===== config.mk =====
export PLATFORM = sky130hd
export DESIGN_NAME = bullet_ctrl
export DESIGN_NICKNAME = d
export VERILOG_FILES = /design/src/rtl/tank_pkg.sv /design/src/rtl/bullet_ctrl_frame_tick_gen.sv /design/src/rtl/bullet_ctrl.sv
export SDC_FILE = /design/constraint.sdc
export NUM_CORES = 1
export LEC_CHECK = 0
export ABC_AREA = 1
export CORE_MARGIN = 3
export CORE_UTILIZATION = 45
export CTS_CLUSTER_DIAMETER = 100
export DETAILED_ROUTE_END_ITERATION = 10
export PLACE_DENSITY_LB_ADDON = 0.2
export SYNTH_ARGS = -nofsm -noshare
export SYNTH_HDL_FRONTEND = slang
export SYNTH_HIERARCHICAL = 1
export SYNTH_SLANG_ARGS = --single-unit

===== constraint.sdc =====
create_clock -name Clk -period 9.6 [get_ports Clk]
set_clock_uncertainty 0.15 [all_clocks]
set_input_delay 2.4 -clock Clk [delete_from_list [all_inputs] [get_ports Clk]]
set_output_delay 2.4 -clock Clk [all_outputs]
set_load 0.1 [all_outputs]

===== src/rtl/tank_pkg.sv =====
// Shared definitions for the tank game blocks.
// Contents: the bullet FSM state enum, the tank bounding-box size, the
// visible screen limits, the off-screen park coordinate used by
// color_mapper, and the game-state encoding for "fight".
package tank_pkg;

    typedef enum logic [1:0] {
        IDLE     = 2'd0,
        FLIGHT   = 2'd1,
        HIT      = 2'd2,
        COOLDOWN = 2'd3
    } bullet_state_t;

    // Tank bounding box, measured from its top-left corner
    localparam int TANK_W = 70;
    localparam int TANK_H = 50;

    // Last visible pixel column and row
    localparam int SCREEN_X_MAX = 639;
    localparam int SCREEN_Y_MAX = 479;

    // Coordinate that color_mapper never draws
    localparam logic [9:0] PARK_POS = 10'h3FF;

    // Game state in which shooting is allowed
    localparam logic [1:0] FIGHT_STATE = 2'b01;

endpackage


===== src/rtl/bullet_ctrl_frame_tick_gen.sv =====
// frame_tick_gen: turns the slow frame_clk into a one-Clk-cycle tick.
// Ports:
//   clk       - system clock
//   reset_n   - synchronous active-low reset
//   frame_clk - vertical-sync-rate clock, sampled on clk
//   tick      - high for one clk cycle after the sampled frame_clk rises
module frame_tick_gen (
    input  logic clk,
    input  logic reset_n,
    input  logic frame_clk,
    output logic tick
);

    logic sample;
    logic sample_prev;

    always_ff @(posedge clk) begin
        if (!reset_n) begin
            sample      <= 1'b0;
            sample_prev <= 1'b0;
        end else begin
            sample      <= frame_clk;
            sample_prev <= sample;
        end
    end

    assign tick = sample & ~sample_prev;

endmodule


===== src/rtl/bullet_ctrl.sv =====
// bullet_ctrl: launches, flies and scores one tank's bullet.
// A shot leaves the muzzle, moves ballistically once per frame tick, and
// ends in HIT (opponent box reached) or COOLDOWN (left the screen).
// Ports:
//   Clk, Reset_n        - system clock, synchronous active-low reset
//   frame_clk           - vertical-sync-rate clock
//   fire                - shoot request (level)
//   Direction           - bit0: 0 right / 1 left, bit1: 1 steep shot
//   TankX, TankY        - own tank top-left
//   OppX, OppY          - opponent tank top-left
//   currentState        - game state, FIGHT_STATE enables shooting
//   BulletX, BulletY    - bullet centre, PARK_POS when inactive
//   bullet_active       - bullet in FLIGHT or HIT
//   hit                 - one-cycle pulse on reaching the opponent
//   ready               - block is IDLE and can accept a shot
module bullet_ctrl
    import tank_pkg::*;
#(
    parameter int BULLET_VX       = 4,
    parameter int LAUNCH_VY_LO    = 6,
    parameter int LAUNCH_VY_HI    = 12,
    parameter int GRAVITY         = 1,
    parameter int HIT_FRAMES      = 8,
    parameter int COOLDOWN_FRAMES = 30
) (
    input  logic       Clk,
    input  logic       Reset_n,
    input  logic       frame_clk,
    input  logic       fire,
    input  logic [1:0] Direction,
    input  logic [9:0] TankX,
    input  logic [9:0] TankY,
    input  logic [9:0] OppX,
    input  logic [9:0] OppY,
    input  logic [1:0] currentState,
    output logic [9:0] BulletX,
    output logic [9:0] BulletY,
    output logic       bullet_active,
    output logic       hit,
    output logic       ready
);

    localparam logic signed [10:0] VX_RIGHT  = 11'(BULLET_VX);
    localparam logic signed [10:0] VX_LEFT   = 11'(-BULLET_VX);
    localparam logic signed [10:0] VY_FLAT   = 11'(-LAUNCH_VY_LO);
    localparam logic signed [10:0] VY_STEEP  = 11'(-LAUNCH_VY_HI);
    localparam logic signed [10:0] GRAV      = 11'(GRAVITY);
    localparam logic signed [10:0] MUZZLE_DX = 11'(TANK_W);
    localparam logic signed [10:0] MUZZLE_DY = 11'sd10;
    localparam logic signed [10:0] X_MAX     = 11'(SCREEN_X_MAX);
    localparam logic signed [10:0] Y_MAX     = 11'(SCREEN_Y_MAX);
    localparam logic signed [11:0] BOX_W     = 12'(TANK_W);
    localparam logic signed [11:0] BOX_H     = 12'(TANK_H);
    localparam logic [15:0]        HIT_LAST  = 16'(HIT_FRAMES - 1);
    localparam logic [15:0]        COOL_LAST = 16'(COOLDOWN_FRAMES - 1);

    bullet_state_t state, state_n;

    logic               tick;
    logic               fight;
    logic signed [10:0] pos_x, pos_y, vel_x, vel_y;
    logic signed [10:0] pos_x_n, pos_y_n, vel_x_n, vel_y_n;
    logic signed [10:0] upd_x, upd_y, upd_vy;
    logic signed [11:0] chk_x, chk_y, box_x0, box_y0;
    logic               in_box, off_screen;
    logic [15:0]        cnt, cnt_n;

    logic [9:0]         bullet_x_n, bullet_y_n;
    logic               active_n, hit_n, ready_n;

    frame_tick_gen u_frame_tick_gen (
        .clk       (Clk),
        .reset_n   (Reset_n),
        .frame_clk (frame_clk),
        .tick      (tick)
    );

    assign fight = (currentState == FIGHT_STATE);

    // Candidate flight step and its end-of-flight tests. The box test is
    // done one bit wider so OppX+70 cannot wrap against an 11-bit X.
    always_comb begin
        upd_x      = pos_x + vel_x;
        upd_y      = pos_y + vel_y;
        upd_vy     = vel_y + GRAV;
        chk_x      = {upd_x[10], upd_x};
        chk_y      = {upd_y[10], upd_y};
        box_x0     = {2'b00, OppX};
        box_y0     = {2'b00, OppY};
        in_box     = (chk_x >= box_x0) && (chk_x <= box_x0 + BOX_W) &&
                     (chk_y >= box_y0) && (chk_y <= box_y0 + BOX_H);
        // Negative Y is above the screen and deliberately not a miss
        off_screen = (upd_x < 11'sd0) || (upd_x > X_MAX) || (upd_y >= Y_MAX);
    end

    // State register
    always_ff @(posedge Clk) begin
        if (!Reset_n)
            state <= IDLE;
        else
            state <= state_n;
    end

    // Next-state logic
    always_comb begin
        state_n = state;
        if (!fight) begin
            state_n = IDLE;
        end else begin
            case (state)
                IDLE:     if (fire) state_n = FLIGHT;
                FLIGHT:   if (tick) begin
                              if (in_box)          state_n = HIT;
                              else if (off_screen) state_n = COOLDOWN;
                          end
                HIT:      if (tick && cnt == HIT_LAST)  state_n = COOLDOWN;
                COOLDOWN: if (tick && cnt == COOL_LAST) state_n = IDLE;
                default:  state_n = IDLE;
            endcase
        end
    end

    // Datapath next values: muzzle load, ballistic step, frame counters
    always_comb begin
        pos_x_n = pos_x;
        pos_y_n = pos_y;
        vel_x_n = vel_x;
        vel_y_n = vel_y;
        cnt_n   = cnt;
        if (!fight) begin
            pos_x_n = '0;
            pos_y_n = '0;
            vel_x_n = '0;
            vel_y_n = '0;
            cnt_n   = '0;
        end else begin
            case (state)
                IDLE: begin
                    cnt_n = '0;
                    if (fire) begin
                        pos_x_n = Direction[0] ? {1'b0, TankX}
                                               : {1'b0, TankX} + MUZZLE_DX;
                        pos_y_n = {1'b0, TankY} + MUZZLE_DY;
                        vel_x_n = Direction[0] ? VX_LEFT : VX_RIGHT;
                        vel_y_n = Direction[1] ? VY_STEEP : VY_FLAT;
                    end
                end
                FLIGHT: begin
                    cnt_n = '0;
                    if (tick) begin
                        pos_x_n = upd_x;
                        pos_y_n = upd_y;
                        vel_y_n = upd_vy;
                    end
                end
                default: begin
                    if (tick)
                        cnt_n = (state_n != state) ? '0 : cnt + 16'd1;
                end
            endcase
        end
    end

    always_ff @(posedge Clk) begin
        if (!Reset_n) begin
            pos_x <= '0;
            pos_y <= '0;
            vel_x <= '0;
            vel_y <= '0;
            cnt   <= '0;
        end else begin
            pos_x <= pos_x_n;
            pos_y <= pos_y_n;
            vel_x <= vel_x_n;
            vel_y <= vel_y_n;
            cnt   <= cnt_n;
        end
    end

    // Output logic, evaluated on the next state so the registered outputs
    // line up with the state register rather than lagging it by a cycle.
    always_comb begin
        active_n   = (state_n == FLIGHT) || (state_n == HIT);
        bullet_x_n = active_n ? pos_x_n[9:0] : PARK_POS;
        bullet_y_n = active_n ? pos_y_n[9:0] : PARK_POS;
        hit_n      = (state == FLIGHT) && (state_n == HIT);
        ready_n    = (state_n == IDLE);
    end

    always_ff @(posedge Clk) begin
        if (!Reset_n) begin
            BulletX       <= PARK_POS;
            BulletY       <= PARK_POS;
            bullet_active <= 1'b0;
            hit           <= 1'b0;
            ready         <= 1'b1;
        end else begin
            BulletX       <= bullet_x_n;
            BulletY       <= bullet_y_n;
            bullet_active <= active_n;
            hit           <= hit_n;
            ready         <= ready_n;
        end
    end

endmodule


==> flow_metrics.env, run 1 <==
export IMPL_dp_worst_setup_slack_ns=3.11
export IMPL_clock_latency_ns=0.34
export IMPL_grt_use_met1_pct=29.8
export IMPL_max_freq_mhz=164
export IMPL_antenna_left=0
export IMPL_status="finished clean"
export IMPL_slew_headroom_pct=33.4
export IMPL_slew_viol_final=0
export IMPL_top_level_ports=71
export IMPL_muxShareOfSynthArea_pct=0
export IMPL_track_usage_pct=21.9
export IMPL_arrival_ns=6.13
export IMPL_period_share_pct=63.4
export IMPL_clkTransAtPathRegs_ns=0.06
export IMPL_critical_path_endpoint_type="flip-flop"
export IMPL_rows=41
export IMPL_synth_top_family_by_area="simple AND/OR/NAND/NOR gates"
export IMPL_cap_violations=0
export IMPL_synth_adder_area_share_pct=13.2
export IMPL_synthDistinctLibCells=50
export IMPL_wirelength_um=15700
export IMPL_power_density_nw_per_um2=121
export IMPL_grt_max_degree=25
export IMPL_min_period_ns=6.08
export IMPL_critPathSlowestCell="inv_1"
export IMPL_vias=5898
export IMPL_synthFlopType="dfxtp_1"
export IMPL_die_x_um=121
export IMPL_finalWorstSetupSlack_ns=3.52
export IMPL_drcViolationCount=0
export IMPL_cts_made_buffers=9
export IMPL_gp_congestion=0.859
export IMPL_vias_per_cell=5.11
export IMPL_peakVddDrop_mv=0.0697
export IMPL_synth_edf_count=0
export IMPL_hold_buffers=0
export IMPL_hpwl_um=12400
export IMPL_clkPwrFrac_pct=41.7
export IMPL_fin_cells=1154
export IMPL_slowest_delay_ns=0.57
export IMPL_cts_max_path_buffers=2
export IMPL_dp_cells=1139
export IMPL_use_met2_pct=36.5
export IMPL_setup_tns_ns=0
export IMPL_netlist_area_um2=6000
export IMPL_synth_fp_nets=1020
export IMPL_crit_top_cell="nand2_1"
export IMPL_worstSetupPathType="input pin to flip-flop"
export IMPL_cts_tree="yes"
export IMPL_antennaDiodeCount=0
export IMPL_portBuffers=70
export IMPL_syn_inst=910
export IMPL_switching_power_mw=0.247
export IMPL_p_seq_share_pct=38.9
export IMPL_cts_resized=0
export IMPL_netSwitchingFraction_pct=28.5
export IMPL_met3_usage_pct=3.96
export IMPL_cts_sinks=78
export IMPL_die_area_um2=14800
export IMPL_crit_chain="clkdlybuf4s50_1 -> inv_1 -> ha_1 -> nor2_1 -> nand2_1 -> o21ai_2 -> xor2_1 -> ha_1 -> a21o_1 -> a21oi_1 -> nand2_1 -> nand2_1 -> nand2_1 -> nand2_1 -> nand3_1 -> nand2_1 -> nand3_1 -> o21ai_1 -> nand2_2 -> ha_1 -> nand2_1 -> inv_1 -> nand2_1"
export IMPL_worstMarginPinSlew_ns=0.995
export IMPL_hold_viol=0
export IMPL_die_height_um=121
export IMPL_cts_root_buf="clkbuf_16"
export IMPL_initial_core_util_pct=46.8
export IMPL_drtPass1Iterations=7
export IMPL_antenna_found_initial=0
export IMPL_htree_levels=3
export IMPL_power_share_combinational_pct=19.4
export IMPL_synthXorXnorAreaFrac_pct=5.53
export IMPL_syn2layout_area_growth_pct=19.4
export IMPL_synth_avg_cell_area_um2=6.59
export IMPL_setup_viol=0
export IMPL_cts_setup_buffers=0
export IMPL_finish_net_count=1088
export IMPL_top_usage_layer="met2"
export IMPL_core_area_um2=12800
export IMPL_overflow=0
export IMPL_post_synth_and_or_nand_nor_area_fraction_pct=34.3
export IMPL_ys_seq_elements=78
export IMPL_grt_pass1_wl_um=26100
export IMPL_wire_per_inst_um=13.6
export IMPL_drive_above_1_share_pct=6.31
export IMPL_dr_first_iter_drc_count=468
export IMPL_synth_async_reset_ratio_pct=0
export IMPL_startpoint_type="input pin"
export IMPL_cp_data_required_time_ns=9.64
export IMPL_grt_pass1_vias=5476
export IMPL_yosysWarnings=6
export IMPL_synth_compound_area_share_pct=11.0
export IMPL_leakagePower_nw=3.45
export IMPL_p_int_mw=0.618
export IMPL_power_mw=0.865
export IMPL_min_path_type="flip-flop to flip-flop"
export IMPL_seq_area_frac_synth_pct=26.0
export IMPL_cp_max_fo=21
export IMPL_rsz0062_at_grt="no"
==> worst max-delay path: cells and delay by family <==
family | cells | cell delay [ns]
buffers and inverters | 3 | 1.14
and+or+nand+nor | 12 | 1.01
adders and majority gates | 3 | 0.78
AOI/OAI and AO/OA | 4 | 0.63
xor gates and xnor gates | 1 | 0.19
==> sequential cells by signal (all words and copies together), names as in the netlist <==
signal and flops:
state 2, BulletX 10, pos_x 11, vel_x 2, bullet_active 1, hit 1, BulletY 10, pos_y 11
u_frame_tick_gen/sample_prev 1, u_frame_tick_gen/sample 1, cnt 16, vel_y 11, ready 1
==> cell usage in the layout, fill, tap and decap left out, types with 2 or more instances in the layout <==
master and count:
a21o_1 4, a21oi_1 37, a21oi_2 3, a22oi_1 4, a31oi_1 3, a32oi_1 2
buf_4 2, bufinv_16 2, clkbuf_16 9, clkdlybuf4s50_1 70, clkinv_2 2, clkinv_4 2
dfxtp_1 78, fa_1 2, ha_1 60, inv_1 133, inv_2 6, nand2_1 227
nand2_2 12, nand3_1 63, nand3_2 3, nand3b_1 2, nand4_1 18, nor2_1 115
nor2_2 13, nor2_4 2, nor3_1 9, nor4_1 5, o2111ai_1 2, o211ai_1 11
o21a_1 2, o21ai_0 20, o21bai_1 4, o22ai_1 2, o311ai_0 2, xnor2_1 7
xor2_1 29
==> stage by stage <==
stage	hold WS [ns]	util (%)	area, um2
CTS	0.285	55.8	7160
floorplan	0.257	-	6000
global route	0.306	55.8	7160
finish	0.281	55.8	7160
global placement	0.264	53.4	6850
detailed placement	0.277	53.4	6850
==> layer usage <==
layer	part of all wire [%]	routed length [um]	up-vias
met5	0	0	-
met4	0.74	116	0
met3	5.3	832	12
met2	46	7220	155
met1	48	7580	2657
li1	-	-	3074
==> layout make-up <==
type                            count  area (um2)
Clock buffer                        9         225
Sequential cell                    78        1560
Clock inverter                      6        87.6
Multi-Input combinational cell    678        3830
Tap cell                          172         215
Fill cell                        1302        5660
Timing Repair Buffer               72         716
Inverter                          139         522
==> cell usage after synthesis (2+ instances only) <==
| cell type | n | area [um2] |
|---|---|---|
| ha_1 | 60 | 751 |
| nor2_2 | 13 | 81.3 |
| o21bai_1 | 4 | 30.0 |
| inv_1 | 133 | 499 |
| o22ai_1 | 2 | 12.5 |
| a21oi_1 | 37 | 185 |
| o311ai_0 | 2 | 17.5 |
| xnor2_1 | 7 | 61.3 |
| a31oi_1 | 3 | 18.8 |
| clkbuf_1 | 12 | 45.0 |
| inv_2 | 6 | 22.5 |
| a21oi_2 | 3 | 26.3 |
| nand3_1 | 63 | 315 |
| nand4_1 | 18 | 113 |
| a21o_1 | 4 | 30.0 |
| xor2_1 | 29 | 254 |
| nand3b_1 | 2 | 15.0 |
| nor3_1 | 9 | 45.0 |
| a32oi_1 | 2 | 17.5 |
| o21ai_0 | 20 | 100 |
| fa_1 | 2 | 40.0 |
| nor2_1 | 115 | 432 |
| o211ai_1 | 11 | 82.6 |
| nor4_1 | 5 | 31.3 |
| dfxtp_1 | 78 | 1560 |
| o21a_1 | 2 | 15.0 |
| a22oi_1 | 4 | 30.0 |
| nand2_1 | 227 | 852 |
| nand3_2 | 3 | 30.0 |
| nor2_4 | 2 | 22.5 |
| o2111ai_1 | 2 | 17.5 |
| nand2_2 | 12 | 75.1 |
==> cell families after synthesis <==
| family | Yosys count |
|---|---|
| buffers and inverters | 154 |
| DFF | 78 |
| and+or+nand+nor | 474 |
| AOI/OAI and AO/OA | 105 |
| adders and majority gates | 62 |
| xor gates and xnor gates | 37 |
==> worst paths after layout <==
path	start	slack (ns)	cells after the start	end
setup / recovery	OppX[1]	3.52	23	BulletX[2]$_SDFF_PN1_
hold / removal	u_frame_tick_gen/sample$_SDFF_PN0_	0.28	2	u_frame_tick_gen/sample_prev$_SDFF_PN0_
setup reg to reg	vel_y[0]$_SDFFE_PN0P_	4.95	24	BulletX[2]$_SDFF_PN1_
hold reg to reg	u_frame_tick_gen/sample$_SDFF_PN0_	0.28	2	u_frame_tick_gen/sample_prev$_SDFF_PN0_
==> power groups by stage <==
stage                     combinational (mW)  clock (mW)  sequential [mW]
after floorplan                       0.0866           0            0.366
after global placement                 0.166           0            0.343
after detailed placement               0.167           0            0.343
after CTS                              0.168       0.363            0.336
after global routing                   0.186       0.379            0.337
final                                  0.168       0.361            0.336
(Power assumes the default switching activity.)
==> run 2: changes to the inputs <==
Clock period 9.6 ns to 5.95 ns, I/O delays scaled along.
==> flow_metrics.env, run 2 (same netlist as run 1, synthesis figures left out) <==
export IMPL_cts_setup_buffers=0
export IMPL_gp_congestion=0.882
export IMPL_fill_cells=1286
export IMPL_antenna_left=0
export IMPL_setup_viol=0
export IMPL_die_area_um2=14800
export IMPL_slew_viol_final=0
export IMPL_cp_max_fo=14
export IMPL_crit_path_end="BulletX[4]$_SDFF_PN1_"
export IMPL_hpwl_um=12500
export IMPL_worstSetupPathType="input pin to flip-flop"
export IMPL_cts_sinks=78
export IMPL_dp_cells=1140
export IMPL_vias_per_cell=5.07
export IMPL_peakVddDrop_mv=0.118
export IMPL_finalWorstSetupSlack_ns=0.979
export IMPL_power_density_nw_per_um2=196
export IMPL_overflow=0
export IMPL_rsz0062_at_grt="no"
export IMPL_leakagePower_nw=3.46
export IMPL_slew_headroom_pct=34.2
export IMPL_power_mw=1.41
export IMPL_wirelength_um=16000
export IMPL_dr_first_iter_drc_count=387
export IMPL_grt_max_degree=25
export IMPL_antenna_found_initial=0
export IMPL_rows=41
export IMPL_largest_reg_flops=16
export IMPL_cts_tree="yes"
export IMPL_critical_path_endpoint_type="flip-flop"
export IMPL_final_common_cell="nand2_1"
export IMPL_drtPass1Iterations=5
export IMPL_multiInputGateArea_um2=3830
export IMPL_clkTransAtPathRegs_ns=0.06
export IMPL_worstMarginPinSlew_ns=0.984
export IMPL_grt_pass1_vias=5254
export IMPL_dp_worst_setup_slack_ns=0.671
export IMPL_min_path_type="flip-flop to flip-flop"
export IMPL_portBuffers=70
export IMPL_die_x_um=121
export IMPL_wire_per_inst_um=13.8
export IMPL_finish_net_count=1089
export IMPL_drive_above_1_share_pct=6.40
export IMPL_antennaDiodeCount=0
export IMPL_r2r_cells=25
export IMPL_status="finished clean"
export IMPL_die_height_um=121
export IMPL_cp_data_required_time_ns=6.02
export IMPL_period_share_pct=83.5
export IMPL_min_period_ns=4.97
export IMPL_cts_made_buffers=9
export IMPL_grt_pass1_wl_um=25500
export IMPL_syn2layout_area_growth_pct=19.9
export IMPL_reg2reg_from="vel_y[0]$_SDFFE_PN0P_"
export IMPL_track_usage_pct=21.6
export IMPL_hold_buffers=0
export IMPL_max_freq_mhz=201
export IMPL_core_area_um2=12800
export IMPL_largest_register="cnt"
export IMPL_startpoint_type="input pin"
export IMPL_hold_viol=0
export IMPL_fin_cells=1156
export IMPL_r2r_end="BulletX[4]$_SDFF_PN1_"
export IMPL_cts_resized=0
export IMPL_top_level_ports=71
export IMPL_clock_latency_ns=0.34
export IMPL_initial_core_util_pct=46.8
export IMPL_reg2reg_slack_ns=1.49
export IMPL_drcViolationCount=0
export IMPL_cts_max_path_buffers=2
export IMPL_cap_violations=0
export IMPL_htree_levels=3
export IMPL_area_sequential_um2=1560
export IMPL_arrival_ns=5.04
export IMPL_setup_tns_ns=0
export IMPL_startpoint="OppX[1]"
export IMPL_cts_root_buf="clkbuf_16"
export IMPL_vias=5861
export IMPL_final_cell_mix="nand2_1 (227), inv_1 (133), nor2_1 (115), dfxtp_1 (78), clkdlybuf4s50_1 (70)"
-- run 2: per-layer routing --
layer  part of all wire [%]  vias up  GRT usage (%)
met5                      0        -              0
met4                    1.4        0           4.69
met3                    4.9       24           4.24
met2                     46      168           36.0
met1                     48     2600           29.0
li1                       -     3069              -
-- run 2: cell type report --
class,count,area share [%]
Sequential cell,78,21.7
Clock inverter,5,1.13
Clock buffer,11,3.37
Inverter,139,7.25
Tap cell,172,2.99
Multi-Input combinational cell,678,53.3
Timing Repair Buffer,73,10.2
-- run 2: worst max-delay path: stages --
cell	delay [ns]
clkdlybuf4s50_1	0.50
inv_1	0.08
ha_1	0.22
nor2_1	0.15
nand2_1	0.11
o21ai_2	0.15
xor2_1	0.18
ha_1	0.26
a21o_1	0.18
a21oi_1	0.11
nand2_1	0.08
nand2_1	0.06
nand2_1	0.05
nand2_1	0.05
nand3_1	0.06
nand2_1	0.05
nand3_1	0.12
o21ai_1	0.19
nand2_2	0.10
ha_1	0.29
nand2_1	0.05
inv_1	0.26
buf_12	0.19
nand2_1	0.06
-- run 2: metrics by stage --
step / hold WS (ns) / util (%) / cell area (um2)
6_report: 0.274 / 56.1 / 7190
5_1_grt: 0.308 / 56.1 / 7190
4_1_cts: 0.279 / 56.1 / 7190
3_5_place_dp: 0.270 / 53.6 / 6870
3_3_place_gp: 0.265 / 53.6 / 6870
2_1_floorplan: 0.257 / - / 6000
-- run 2: how the worst min path moves through the flow --
stage / startpoint / endpoint / cells after the start
global placement: u_frame_tick_gen/sample$_SDFF_PN0_ / u_frame_tick_gen/sample_prev$_SDFF_PN0_ / 2
floorplan: u_frame_tick_gen/sample$_SDFF_PN0_ / u_frame_tick_gen/sample_prev$_SDFF_PN0_ / 2
finish: u_frame_tick_gen/sample$_SDFF_PN0_ / u_frame_tick_gen/sample_prev$_SDFF_PN0_ / 2
CTS: u_frame_tick_gen/sample$_SDFF_PN0_ / u_frame_tick_gen/sample_prev$_SDFF_PN0_ / 2
global route: u_frame_tick_gen/sample$_SDFF_PN0_ / u_frame_tick_gen/sample_prev$_SDFF_PN0_ / 2
detailed placement: u_frame_tick_gen/sample$_SDFF_PN0_ / u_frame_tick_gen/sample_prev$_SDFF_PN0_ / 2
-- run 2: where the power goes --
| part | total (mW) | leakage [nW] | internal (mW) | switching, mW |
|---|---|---|---|---|
| logic | 0.274 | 2.67 | 0.0996 | 0.174 |
| registers | 0.542 | 0.633 | 0.534 | 0.00811 |
| clock network | 0.597 | 0.156 | 0.379 | 0.218 |
| total | 1.41 | 3.46 | 1.01 | 0.400 |
